## src/rtl/stdp_stim_pkg.sv

```systemverilog
// Shared types and defaults for the STDP stimulus stage (spike pair generator).
package stdp_stim_pkg;

  // Default width of the tick counters and the period/width/count registers.
  localparam int DEF_CNT_W = 32;

  // Default width of the signed pre->post onset offset.
  localparam int DEF_DLY_W = 32;

  // Run-control states. DONE is a single-cycle state that carries the done pulse.
  typedef enum logic [1:0] {
    IDLE = 2'd0,
    RUN  = 2'd1,
    DONE = 2'd2
  } state_e;

  // Larger of two widths. Used to size offset+width sums so they cannot overflow.
  function automatic int max_int(input int a, input int b);
    return (a > b) ? a : b;
  endfunction

endpackage

```

## src/rtl/spike_window.sv

```systemverilog
// Combinational window test: in_window is high while off <= t < off + width.
// The sum is formed one bit wider than either operand, so it never wraps.
module spike_window
  import stdp_stim_pkg::*;
#(
  parameter int CNT_W = DEF_CNT_W,
  parameter int DLY_W = DEF_DLY_W
) (
  input  logic [CNT_W-1:0] t,
  input  logic [DLY_W-1:0] off,
  input  logic [CNT_W-1:0] width,
  output logic             in_window
);

  localparam int SUM_W = max_int(CNT_W, DLY_W) + 1;

  logic [SUM_W-1:0] t_x;
  logic [SUM_W-1:0] lo_x;
  logic [SUM_W-1:0] hi_x;

  // Widen all operands to a common size before comparing.
  always_comb begin
    t_x       = SUM_W'(t);
    lo_x      = SUM_W'(off);
    hi_x      = SUM_W'(off) + SUM_W'(width);
    in_window = (t_x >= lo_x) && (t_x < hi_x);
  end

endmodule

```

## src/rtl/spike_pair_gen.sv

```systemverilog
// Spike pair generator: emits a train of pre (tp1) / post (td4) pulse pairs with
// programmable period, signed pre->post offset, pulse width and pair count.
// All timing is in clk_0_1ps ticks. tp1/td4 are registered and line up with the
// tick counter t of the same cycle, so they are decoded from the next value of t.
module spike_pair_gen
  import stdp_stim_pkg::*;
#(
  parameter int CNT_W = DEF_CNT_W,
  parameter int DLY_W = DEF_DLY_W
) (
  input  logic                    clk_0_1ps,
  input  logic                    reset,
  input  logic                    enable,
  input  logic                    start,
  input  logic                    stop,
  input  logic [CNT_W-1:0]        period,
  input  logic signed [DLY_W-1:0] delta,
  input  logic [CNT_W-1:0]        width,
  input  logic [CNT_W-1:0]        n_pairs,
  output logic                    tp1,
  output logic                    td4,
  output logic                    busy,
  output logic                    done,
  output logic                    cfg_err,
  output logic [CNT_W-1:0]        pair_cnt
);

  localparam int SUM_W = max_int(CNT_W, DLY_W) + 1;

  // Control state and counters.
  state_e           state_q,    state_d;
  logic [CNT_W-1:0] t_q,        t_d;
  logic [CNT_W-1:0] pair_cnt_q, pair_cnt_d;

  // Configuration captured on an accepted start.
  logic [CNT_W-1:0] period_q,   period_d;
  logic [CNT_W-1:0] width_q,    width_d;
  logic [CNT_W-1:0] n_pairs_q,  n_pairs_d;
  logic [DLY_W-1:0] pre_off_q,  pre_off_d;
  logic [DLY_W-1:0] post_off_q, post_off_d;

  // Registered outputs.
  logic tp1_q,     tp1_d;
  logic td4_q,     td4_d;
  logic cfg_err_q, cfg_err_d;

  // Candidate configuration decoded from the live inputs and its accept check.
  logic             delta_neg;
  logic [DLY_W-1:0] cand_pre_off;
  logic [DLY_W-1:0] cand_post_off;
  logic [DLY_W-1:0] cand_max_off;
  logic [SUM_W-1:0] cand_need;
  logic             cfg_ok;

  // Counter helpers for the running state.
  logic             t_last;
  logic [CNT_W-1:0] pair_cnt_inc;
  logic             last_pair;

  // Window decode for the next tick value.
  logic pre_win;
  logic post_win;

  // Split the signed offset into a pre delay (post fires first) or a post delay,
  // and reject configurations whose pulses would not fit inside one period.
  always_comb begin
    delta_neg     = delta[DLY_W-1];
    cand_pre_off  = delta_neg ? DLY_W'(DLY_W'(0) - delta) : '0;
    cand_post_off = delta_neg ? '0 : delta;
    cand_max_off  = (cand_pre_off > cand_post_off) ? cand_pre_off : cand_post_off;
    cand_need     = SUM_W'(cand_max_off) + SUM_W'(width);
    cfg_ok        = (width != '0) && (SUM_W'(period) >= cand_need);
  end

  // Tick wrap detection and the saturating pair counter increment.
  always_comb begin
    t_last       = (t_q == (period_q - CNT_W'(1)));
    pair_cnt_inc = (pair_cnt_q == '1) ? pair_cnt_q : (pair_cnt_q + CNT_W'(1));
    last_pair    = (n_pairs_q != '0) && (pair_cnt_inc == n_pairs_q);
  end

  // Next-state logic: run control, tick counter, pair counter and config capture.
  always_comb begin
    state_d    = state_q;
    t_d        = t_q;
    pair_cnt_d = pair_cnt_q;
    period_d   = period_q;
    width_d    = width_q;
    n_pairs_d  = n_pairs_q;
    pre_off_d  = pre_off_q;
    post_off_d = post_off_q;
    cfg_err_d  = 1'b0;

    unique case (state_q)
      IDLE: begin
        if (start && enable && !stop) begin
          if (cfg_ok) begin
            state_d    = RUN;
            t_d        = '0;
            pair_cnt_d = '0;
            period_d   = period;
            width_d    = width;
            n_pairs_d  = n_pairs;
            pre_off_d  = cand_pre_off;
            post_off_d = cand_post_off;
          end else begin
            cfg_err_d = 1'b1;
          end
        end
      end

      RUN: begin
        if (stop) begin
          state_d = IDLE;
        end else if (enable) begin
          if (t_last) begin
            t_d        = '0;
            pair_cnt_d = pair_cnt_inc;
            if (last_pair) begin
              state_d = DONE;
            end
          end else begin
            t_d = t_q + CNT_W'(1);
          end
        end
      end

      DONE: begin
        state_d = IDLE;
      end

      default: begin
        state_d = IDLE;
      end
    endcase
  end

  // Pre and post pulse windows evaluated on the tick value of the next cycle.
  spike_window #(
    .CNT_W(CNT_W),
    .DLY_W(DLY_W)
  ) u_pre_window (
    .t        (t_d),
    .off      (pre_off_d),
    .width    (width_d),
    .in_window(pre_win)
  );

  spike_window #(
    .CNT_W(CNT_W),
    .DLY_W(DLY_W)
  ) u_post_window (
    .t        (t_d),
    .off      (post_off_d),
    .width    (width_d),
    .in_window(post_win)
  );

  // Pulses only exist in RUN; a frozen counter reproduces the held pulse level.
  always_comb begin
    tp1_d = 1'b0;
    td4_d = 1'b0;
    if (state_d == RUN) begin
      tp1_d = pre_win;
      td4_d = post_win;
    end
  end

  // State and output registers with synchronous reset.
  always_ff @(posedge clk_0_1ps) begin
    if (reset) begin
      state_q    <= IDLE;
      t_q        <= '0;
      pair_cnt_q <= '0;
      period_q   <= '0;
      width_q    <= '0;
      n_pairs_q  <= '0;
      pre_off_q  <= '0;
      post_off_q <= '0;
      tp1_q      <= 1'b0;
      td4_q      <= 1'b0;
      cfg_err_q  <= 1'b0;
    end else begin
      state_q    <= state_d;
      t_q        <= t_d;
      pair_cnt_q <= pair_cnt_d;
      period_q   <= period_d;
      width_q    <= width_d;
      n_pairs_q  <= n_pairs_d;
      pre_off_q  <= pre_off_d;
      post_off_q <= post_off_d;
      tp1_q      <= tp1_d;
      td4_q      <= td4_d;
      cfg_err_q  <= cfg_err_d;
    end
  end

  assign tp1      = tp1_q;
  assign td4      = td4_q;
  assign busy     = (state_q == RUN);
  assign done     = (state_q == DONE);
  assign cfg_err  = cfg_err_q;
  assign pair_cnt = pair_cnt_q;

endmodule

```

## config.mk

```make
export PLATFORM = sky130hd
export DESIGN_NAME = spike_pair_gen
export DESIGN_NICKNAME = d
export VERILOG_FILES = /design/src/rtl/stdp_stim_pkg.sv /design/src/rtl/spike_window.sv /design/src/rtl/spike_pair_gen.sv
export SDC_FILE = /design/constraint.sdc
export NUM_CORES = 1
export LEC_CHECK = 0
export ABC_AREA = 1
export CAP_MARGIN = 10
export CORE_MARGIN = 8
export CORE_UTILIZATION = 65
export CTS_CLUSTER_SIZE = 30
export DETAILED_ROUTE_END_ITERATION = 16
export DONT_BUFFER_PORTS = 1
export GPL_TIMING_DRIVEN = 0
export HOLD_SLACK_MARGIN = 0.12
export PLACE_DENSITY = 0.89
export SYNTH_ARGS = -nofsm -noshare
export SYNTH_HDL_FRONTEND = slang
export SYNTH_SLANG_ARGS = --single-unit
```

## constraint.sdc

```tcl
create_clock -name clk_0_1ps -period 32.4 [get_ports clk_0_1ps]
set_clock_uncertainty 0.2 [all_clocks]
set_input_delay 6.48 -clock clk_0_1ps [delete_from_list [all_inputs] [get_ports clk_0_1ps]]
set_output_delay 6.48 -clock clk_0_1ps [all_outputs]
set_load 0.01 [all_outputs]
```

; ---- Word-level counts from Yosys, hierarchy flattened
; Index checks and enable logic that the tools add are counted.
; Widths: inputs -> output; s select.
[totals]
regBits = 229
input_bits = 133
out_inout_bits = 37
elab_cells = 86
[op_classes]
addsub = 7
magnitude_cmp = 6
eq_ne = 11
mux = 33
n_bitwise = 3
n_reduce_logical = 15
[op_table]
columns = operator, n
row1 = $mux 32, 22
row2 = $pmux 32 s2, 2
row3 = $add 32x32->33, 3
row4 = $lt 32x33->1, 2
row5 = $add 32x1->32 const B, 2
row6 = $eq 32x32->1, 2
row7 = $ge 32x32->1, 2
row8 = $reduce_bool 32->1, 2
row9 = $ge 32x33->1, 1
row10 = $eq 32x32->1 const B, 1
row11 = $gt 32x31->1, 1
row12 = $sub 1x32->32 const A, 1
row13 = $sub 32x1->32 const B, 1
row14 = $mux 31, 1
row15 = $mux 2, 6
row16 = $ne 2x2->1 const B, 4
row17 = $logic_and 1x1->1, 6
row18 = $reduce_and 6->1, 1
row19 = $eq 2x1->1 const B, 2
row20 = $pmux 2 s2, 1
row21 = $not 1->1, 3
row22 = $reduce_and 3->1, 1
row23 = $reduce_or 3->1, 1
row24 = $eq 2x2->1 const B, 1
row25 = other kinds (6), 6

; ---- Logic depth before layout (Yosys ltp)
; Gate-level depths: netlist (run 1).
[depth]
ltp_word = 13
ltp_mapped = 84
depth_no_buf = 81

; ---- Hierarchy
; From an unflattened synthesis (run 1), not the netlist that was laid out.
[hier_totals]
hier_cells = 4049
hier_area_um2 = 24681.2
[by_module_without_submodules]
columns = mod, instances, cells_per_inst, area_per_inst_um2, seq_area_each_um2
row1 = spike_pair_gen, 1, 2946, 17842.1, 4584.4
row2 = spike_window at u_pre_window, 1, 550, 3439.5, 0.0
row3 = spike_window at u_post_window, 1, 553, 3399.5, 0.0

; ---- Worst setup path after synthesis (run 1)
; OpenSTA, ideal clock, no wires.
[synth_path]
path_kind = input-to-reg
from = input port delta[1]
to = register tp1_q, in the netlist tp1
setup_ps = 64
arrival_time_ps = 15822
required_ps = 32136
setup_slack_ps = 16314
cell_stages = 72
n_path_buf = 3
path_cell_list = inv_1 > ha_1 > nand2_1 > nor2_1 > nand2_1 > nor2_4 > nand4_1 > nor2_1 > nand2_1 > inv_2 > nand4_1 > a221oi_1 > ha_1 > nand2_1 > o21ai_0 > a21oi_1 > o21bai_1 > a211oi_1 > [... 36 more ...] > a21oi_1 > o21ai_0 > a21boi_0 > o21ai_0 > a21boi_0 > o21ai_0 > a21oi_1 > xor2_1 > ha_1 > nand2_1 > nor2_1 > a211oi_1 > nor2_1 > nor2_1 > o21ai_0 > nor2_1 > nand2_1 > nor2_1
[synth_via]
elab_chain_len = 13
elab_cells_between_ends = 27
classes_between = add/sub (3) / order compare (4) / eq/ne (1) / mux (15) / bitwise (1) / reduce/logical (3)
[synth_rtl]
columns = item, line_no
row1 = start: declaration, spike_pair_gen.sv:17  ; input logic signed [DLY_W-1:0] delta,
row2 = $sub 1x32->32, spike_pair_gen.sv:68  ; cand_pre_off = delta_neg ? DLY_W'(DLY_W'(0) - delta) : '0;
row3 = $mux 32, spike_pair_gen.sv:68
row4 = $gt 32x31->1, spike_pair_gen.sv:70  ; cand_max_off = (cand_pre_off > cand_post_off) ? cand_pre_off : cand_post_off;
row5 = $mux 32 *, spike_pair_gen.sv:70
row6 = $add 32x32->33 *, spike_pair_gen.sv:71  ; cand_need = SUM_W'(cand_max_off) + SUM_W'(width);
row7 = $ge 32x33->1 *, spike_pair_gen.sv:72  ; cfg_ok = (width != '0) && (SUM_W'(period) >= cand_need);
row8 = $logic_and 1x1->1 *, spike_pair_gen.sv:72
row9 = $mux 32 *, spike_pair_gen.sv:97  ; if (cfg_ok) begin
row10 = $mux 32 *, spike_pair_gen.sv:96  ; if (start && enable && !stop) begin
row11 = $mux 32 *, spike_pair_gen.sv:94  ; unique case (state_q)
row12 = via u_post_window.width[1], spike_window.sv:11  ; input logic [CNT_W-1:0] width,
row13 = $add 32x32->33 *, spike_window.sv:25  ; hi_x = SUM_W'(off) + SUM_W'(width);
row14 = $lt 32x33->1 *, spike_window.sv:26  ; in_window = (t_x >= lo_x) && (t_x < hi_x);
row15 = $logic_and 1x1->1 *, spike_window.sv:26
row16 = end signal: assignment, spike_pair_gen.sv:192  ; tp1_q <= tp1_d;
row17 = end: declaration, spike_pair_gen.sv:43  ; logic tp1_q, tp1_d;
; The timed path passes the listed nets; every way through them passes the cells marked *.
; A chain may end at the register's enable or synchronous reset.

; ---- Worst setup path in the final report (run 1)
[layout_path]
from = input port delta[1]
to = register td4_q, in the netlist td4
[layout_via]
elab_chain_len = 13
elab_cells_between_ends = 27
classes_between = add/sub (3) / order compare (4) / eq/ne (1) / mux (15) / bitwise (1) / reduce/logical (3)
[layout_rtl]
columns = item, line_no
row1 = $sub 1x32->32, spike_pair_gen.sv:68
row2 = $mux 32, spike_pair_gen.sv:68
row3 = $gt 32x31->1, spike_pair_gen.sv:70
row4 = $mux 32 *, spike_pair_gen.sv:70
row5 = $add 32x32->33 *, spike_pair_gen.sv:71
row6 = $ge 32x33->1 *, spike_pair_gen.sv:72
row7 = $logic_and 1x1->1 *, spike_pair_gen.sv:72
row8 = $mux 32 *, spike_pair_gen.sv:97
row9 = $mux 32 *, spike_pair_gen.sv:96
row10 = $mux 32 *, spike_pair_gen.sv:94
row11 = via u_post_window.width[2], spike_window.sv:11
row12 = $add 32x32->33 *, spike_window.sv:25
row13 = $lt 32x33->1 *, spike_window.sv:26
row14 = $logic_and 1x1->1 *, spike_window.sv:26
row15 = end signal: assignment, spike_pair_gen.sv:193  ; td4_q <= td4_d;
row16 = end: declaration, spike_pair_gen.sv:44  ; logic td4_q, td4_d;
; Marked as above.

==> out/results.ini, run 1 <==
[pwr]
leakagePower_nw=12.7
vdd_ir_drop_max_v=0.0000469
powerDensity_nw_per_um2=42.0

[timing]
hold_viol_final=0
maxSlewHeadroom=0.197
hold_slack_ns=0.291
slew_viol_final=0
timing.fmax_ghz=0.0510
finalSetupTns_ns=0
finalCriticalPeriod_ns=19.60
setup_violations=0
rsz0062_at_grt=false
tightestPinTransition_ns=1.19
fin_crit_sh=0.605

[worst_setup_path]
rr_worst_depth=27
setup.worst_path.end=td4
required_ns=32.63
end_kind=flip-flop
regToRegStartpoint=state_q[0]
slowest_delay_ns=0.54
critical_path.max_fanout=10
cp_common_cell=nand2_1
crit_path_start_kind=input pin
slowest_stage=o21ai_0
crit_start=delta[1]
critical_path_class=in2reg
r2r_end=td4
critical_path_arrival_ns=19.83
rrSetupSlack_ns=25.36

[cts]
h-tree-depth=1
ctsHoldBuffers=0
numCtsBuffers=25
clkSinkCount=229
clk_pin_slew_ns=0.06
insertion_delay_ns=0.57
ctsResizeCount=0
clockBufferDepth=3
cts_tree=yes
cts_setup_buffers=0
clockRootBuffer=clkbuf_16

[routing]
routed_wl_um=86400
wire_per_inst_um=19.9
via_count=26600
vias_per_cell=6.10
first_pass_iters=8
drtIter0Drc=3272
drcViolationCount=0
antenna_left=0

[synth]
synth_edf_count=0
syn_inst=3832
synth_top_area_frac=0.194
synth_area_leaders=dfxtp_1, ha_1, nand2_1, nor2_1, inv_1
syn_nets=4255
syn_area_sq_um=23700
async_reset_ff_frac=0
yosysUniqueCellTypes=52
yosysSeqAreaShare=0.194
synth_area_per_cell_sq_um=6.18
ys.flop_type=dfxtp_1
synth_top_area_cell=dfxtp_1
yosys_warnings=0
ys_seq_elements=229

[grt]
grt_overflow=0
antenna_found_initial=3
grt_pass1_wl_um=132000
first_global_vias=24800
grt_usage=0.395
grt_max_degree=15

[final_layout]
layout_commonest_cell=nand2_1
area_growth_pct=6.34
finish.net_count=4283
layout_common_cells=nand2_1, nor2_1, inv_1
drive_gt1_frac=0.0405

[worst_hold_path]
hold_path.class=reg2reg

[placed_design]
port_buffers=0
dp_hpwl_um=71000
place.gp.congestion=1.04

[floorplan]
core_sq_um=36300
die_width_um=207
placementRows=70
dieArea_sq_um=42800
die-height_um=207
start_util=0.653
ios=170

[job]
max_cap_violations=0

[outcome]
status=finished, final reports clean

## synth_stat cells (all sizes together) (61+ instances only)
cell type,number
nor2,517
xnor2,73
dfxtp,229
xor2,107
nor3,61
nand2,904
o21ai,278
ha,287
clkbuf,67
nand3,203
a21oi,326
inv,500
## worst max-delay path: cells and delay by family
family	cells	cell delay [ns]
adders and majority gates	6	1.73
buffers and inverters	8	1.47
AOI/OAI and AO/OA	21	5.09
and+or+nand+nor	33	4.69
xor gates and xnor gates	2	0.33
## metrics by stage
stage	instances	total power, W	instance area [sq um]	util	setup slack (ns)
2_1_floorplan	3832	0.000621	23700	-	16.31
3_3_place_gp	4300	0.000722	24300	0.669	12.95
3_5_place_dp	4300	0.000731	24300	0.669	12.85
4_1_cts	4346	0.00104	25100	0.693	13.39
5_1_grt	4348	0.00111	25100	0.694	11.84
6_report	4355	0.00106	25200	0.694	12.80
## cell type report
| type | count | area [sq um] |
|---|---|---|
| Clock inverter | 15 | 200 |
| Fill cell | 3336 | 11100 |
| Inverter | 501 | 1880 |
| Buffer | 114 | 543 |
| Tap cell | 468 | 586 |
| Clock buffer | 31 | 688 |
| Timing Repair Buffer | 1 | 7.51 |
| Multi-Input combinational cell | 2988 | 16700 |
| Antenna cell | 8 | 20.0 |
| Sequential cell | 229 | 4580 |
## flip-flops by register name, indices dropped and copies added (netlist names)
name / flops
period_q: 32
state_q: 2
post_off_q: 32
tp1: 1
pair_cnt: 32
td4: 1
pre_off_q: 32
cfg_err: 1
t_q: 32
n_pairs_q: 32
width_q: 32
## how the worst min path moves through the flow
stage / from / end / depth (start not counted)
after CTS: period_q[1] / period_q[1] / 2
after floorplan: period_q[1] / period_q[1] / 2
after global placement: period_q[1] / period_q[1] / 2
final: period_q[1] / period_q[1] / 2
after detailed placement: period_q[1] / period_q[1] / 2
after global routing: n_pairs_q[21] / n_pairs_q[21] / 2
## power by group
part / switching [W] / internal (W)
sequential: 0.0000139 / 0.000296
combinational: 0.000286 / 0.000146
clock: 0.000131 / 0.000184
total: 0.000430 / 0.000626
## metal layers
layer / share of wire / routed length [um] / track usage
met1: 0.37 / 32300 / 0.463
met2: 0.43 / 37400 / 0.638
met3: 0.11 / 9680 / 0.0882
met4: 0.082 / 7060 / 0.271
met5: 0 / 0 / 0
## logic make-up after synthesis
logic type	count (synthesis)	share of synthesized area
AND/OR/NAND/NOR	1814	0.321
AO/OA/AOI/OAI	703	0.161
buffers and inverters	615	0.102
flip-flops	229	0.194
XOR/XNOR	180	0.0666
multiplexers	1	0.000476
adder cells (fa/ha/maj)	290	0.154
Note: power is estimated with default switching activity, not from simulation.
==> run 2: changes to the inputs <==
--- a/config.mk
+++ b/config.mk
@@ -8,13 +8,13 @@
 export ABC_AREA = 1
 export CAP_MARGIN = 10
 export CORE_MARGIN = 8
-export CORE_UTILIZATION = 65
+export CORE_UTILIZATION = 60
 export CTS_CLUSTER_SIZE = 30
 export DETAILED_ROUTE_END_ITERATION = 16
 export DONT_BUFFER_PORTS = 1
 export GPL_TIMING_DRIVEN = 0
 export HOLD_SLACK_MARGIN = 0.12
-export PLACE_DENSITY = 0.89
+export PLACE_DENSITY = 0.87
 export SYNTH_ARGS = -nofsm -noshare
 export SYNTH_HDL_FRONTEND = slang
 export SYNTH_SLANG_ARGS = --single-unit
==> constraint.sdc (replaced) <==
create_clock -name clk_0_1ps -period 16.35 [get_ports clk_0_1ps]
set_clock_uncertainty 0.2 [all_clocks]
set_input_delay 3.27 -clock clk_0_1ps [delete_from_list [all_inputs] [get_ports clk_0_1ps]]
set_output_delay 3.27 -clock clk_0_1ps [all_outputs]
set_load 0.01 [all_outputs]
==> run 2 against run 1 <==
Non-clock buffer count shrank 1. Critical path type unchanged. Global-route usage shrank 3.8 points. Sequential share of layout area is essentially flat. Register-to-register slack lost 15 ns. Via count shrank 0.24%. Clock-buffer cell count grew 6. First-iteration DRC count shrank 4.2%.
==> out/results.ini, run 2 (synthesis results as in run 1) <==
[worst_hold_path]
hold_path.class=reg2reg

[routing]
wl_met2_um=37200  ; -0.49%
first_pass_iters=6  ; -2
wl_met3_um=10100  ; +4.4%
wl_met1_um=32300  ; +0.17%
wire_per_inst_um=19.5  ; -1.6%
drcViolationCount=0  ; unchanged
routed.top_layer=met5
drtIter0Drc=3135  ; -4.2%
antenna_left=0  ; unchanged
vias_per_cell=6.02  ; -1.2%
via_count=26500  ; -0.24%
routed_wl_um=85900  ; -0.59%

[timing]
tightestPinTransition_ns=0.913  ; -0.279 ns
rsz0062_at_grt=false
setup_violations=0  ; unchanged
finalCriticalPeriod_ns=15.50
hold_viol_final=0  ; unchanged
fin_crit_sh=0.948
slew_viol_final=0  ; unchanged
maxSlewHeadroom=0.391  ; +0.195
finalSetupTns_ns=0  ; unchanged
layout_setup_ws_ns=0.853  ; -11.95 ns
timing.fmax_ghz=0.0645

[final_layout]
layout_common_cells=nand2_1, nor2_1, inv_1
drive_gt1_frac=0.0412  ; +0.000773
layout_commonest_cell=nand2_1
finish.net_count=4283  ; unchanged
design_area_sq_um=25200  ; +0.18%
area_growth_pct=6.54

[pwr]
p_total_w=0.00207  ; +96%
comb_power_share=0.411  ; +0.003
power.switching_w=0.000848  ; +97%
clkPwrFrac=0.293  ; -0.005
switching_share=0.409  ; +0.00198
p_int_w=0.00122  ; +96%
leakagePower_nw=12.7  ; -0.14%
seqPwrFrac=0.296  ; +0.003
powerDensity_nw_per_um2=82.2  ; +96%
vdd_ir_drop_max_v=0.0000922  ; +96%

[placed_design]
preCtsSetupSlack_ns=-0.153  ; -13.00 ns
place.gp.congestion=1.06  ; +1.7%
port_buffers=0  ; unchanged
dpl_cell_area_sq_um=24300  ; +0.26%
dp_hpwl_um=71000  ; about the same

[outcome]
status=finished, final reports clean

[worst_setup_path]
critical_path.max_fanout=10  ; unchanged
cp_common_cell=nand2_1
slowest_delay_ns=0.41  ; -0.13 ns
end_kind=flip-flop
required_ns=16.64  ; -15.99 ns
slowest_stage=o21ai_0
critical_path_class=in2reg
critical_path_arrival_ns=15.78  ; -4.05 ns
crit_path_start_kind=input pin

[floorplan]
die_width_um=215  ; +3.8%
placementRows=72  ; +2.9%
core_sq_um=38800  ; +7.1%
start_util=0.609  ; -0.0432
die-height_um=215  ; +3.8%
dieArea_sq_um=46100  ; +7.7%
ios=170  ; unchanged

[grt]
grt_pass1_wl_um=133000  ; +0.77%
grt_usage=0.357  ; -0.0376
grt_overflow=0  ; unchanged
antenna_found_initial=6  ; +3
first_global_vias=24500  ; -0.93%
grt_max_degree=14  ; -1

[cts]
clockRootBuffer=clkbuf_16
numCtsBuffers=26  ; +4.0%
h-tree-depth=1  ; unchanged
cts_tree=yes
insertion_delay_ns=0.58  ; about the same
cts_setup_buffers=0  ; unchanged
clockBufferDepth=3  ; unchanged
clkSinkCount=229  ; unchanged
clk_pin_slew_ns=0.06  ; about the same
ctsHoldBuffers=0  ; unchanged

[job]
max_cap_violations=0  ; unchanged

## run 2: layer usage
| layer | global-route usage | vias up |
|---|---|---|
| met4 | 0.223 | 8 |
| met1 | 0.428 | 11800 |
| met2 | 0.575 | 1647 |
| met5 | 0 | - |
| li1 | - | 12600 |
| met3 | 0.0807 | 402 |
## run 2: through the flow
step	util	hold slack, ns	instances
final	0.649	0.279	4399
after global routing	0.649	0.312	4397
after CTS	0.648	0.280	4397
after detailed placement	0.626	0.271	4350
after global placement	0.626	0.265	4350
after floorplan	-	0.248	3832
## run 2: power by group through the flow
stage / Combinational [W] / Sequential, W / Clock, W
CTS: 0.000828 / 0.000614 / 0.000602
global route: 0.000947 / 0.000617 / 0.000624
floorplan: 0.000615 / 0.000616 / 0
global placement: 0.000808 / 0.000625 / 0
detailed placement: 0.000823 / 0.000625 / 0
finish: 0.000852 / 0.000615 / 0.000607
## run 2: what timing repair did
action,in CTS,in global routing
setup endpoints to repair,0,2
hold endpoints to repair,0,0
resized for setup,0,22
## run 2: critical path: cells and delay by family
family | cells | cell delay (ns)
and+or+nand+nor | 43 | 5.31
xor gates and xnor gates | 2 | 0.33
buffers and inverters | 7 | 1.37
adders and majority gates | 6 | 1.63
AOI/OAI and AO/OA | 18 | 3.80
## run 2: path summary, 6_finish.rpt
| kind | from | end | slack, ns | cells after the start |
|---|---|---|---|---|
| hold reg to reg | period_q[31] | period_q[31] | 0.28 | 2 |
| hold / removal | period_q[31] | period_q[31] | 0.28 | 2 |
| setup / recovery | delta[1] | tp1 | 0.85 | 76 |
| setup reg to reg | state_q[0] | tp1 | 9.90 | 29 |
## run 2: layout make-up
cell class              count  area, sq um
multi-input cells        2988        16700
fillers                  3669        13600
flip-flops and latches    229         4580
inverters                 501         1880
clock buffers              37          742
well taps                 518          648
plain buffers             114          544
clock inverters            10          124
diodes                      2         5.00
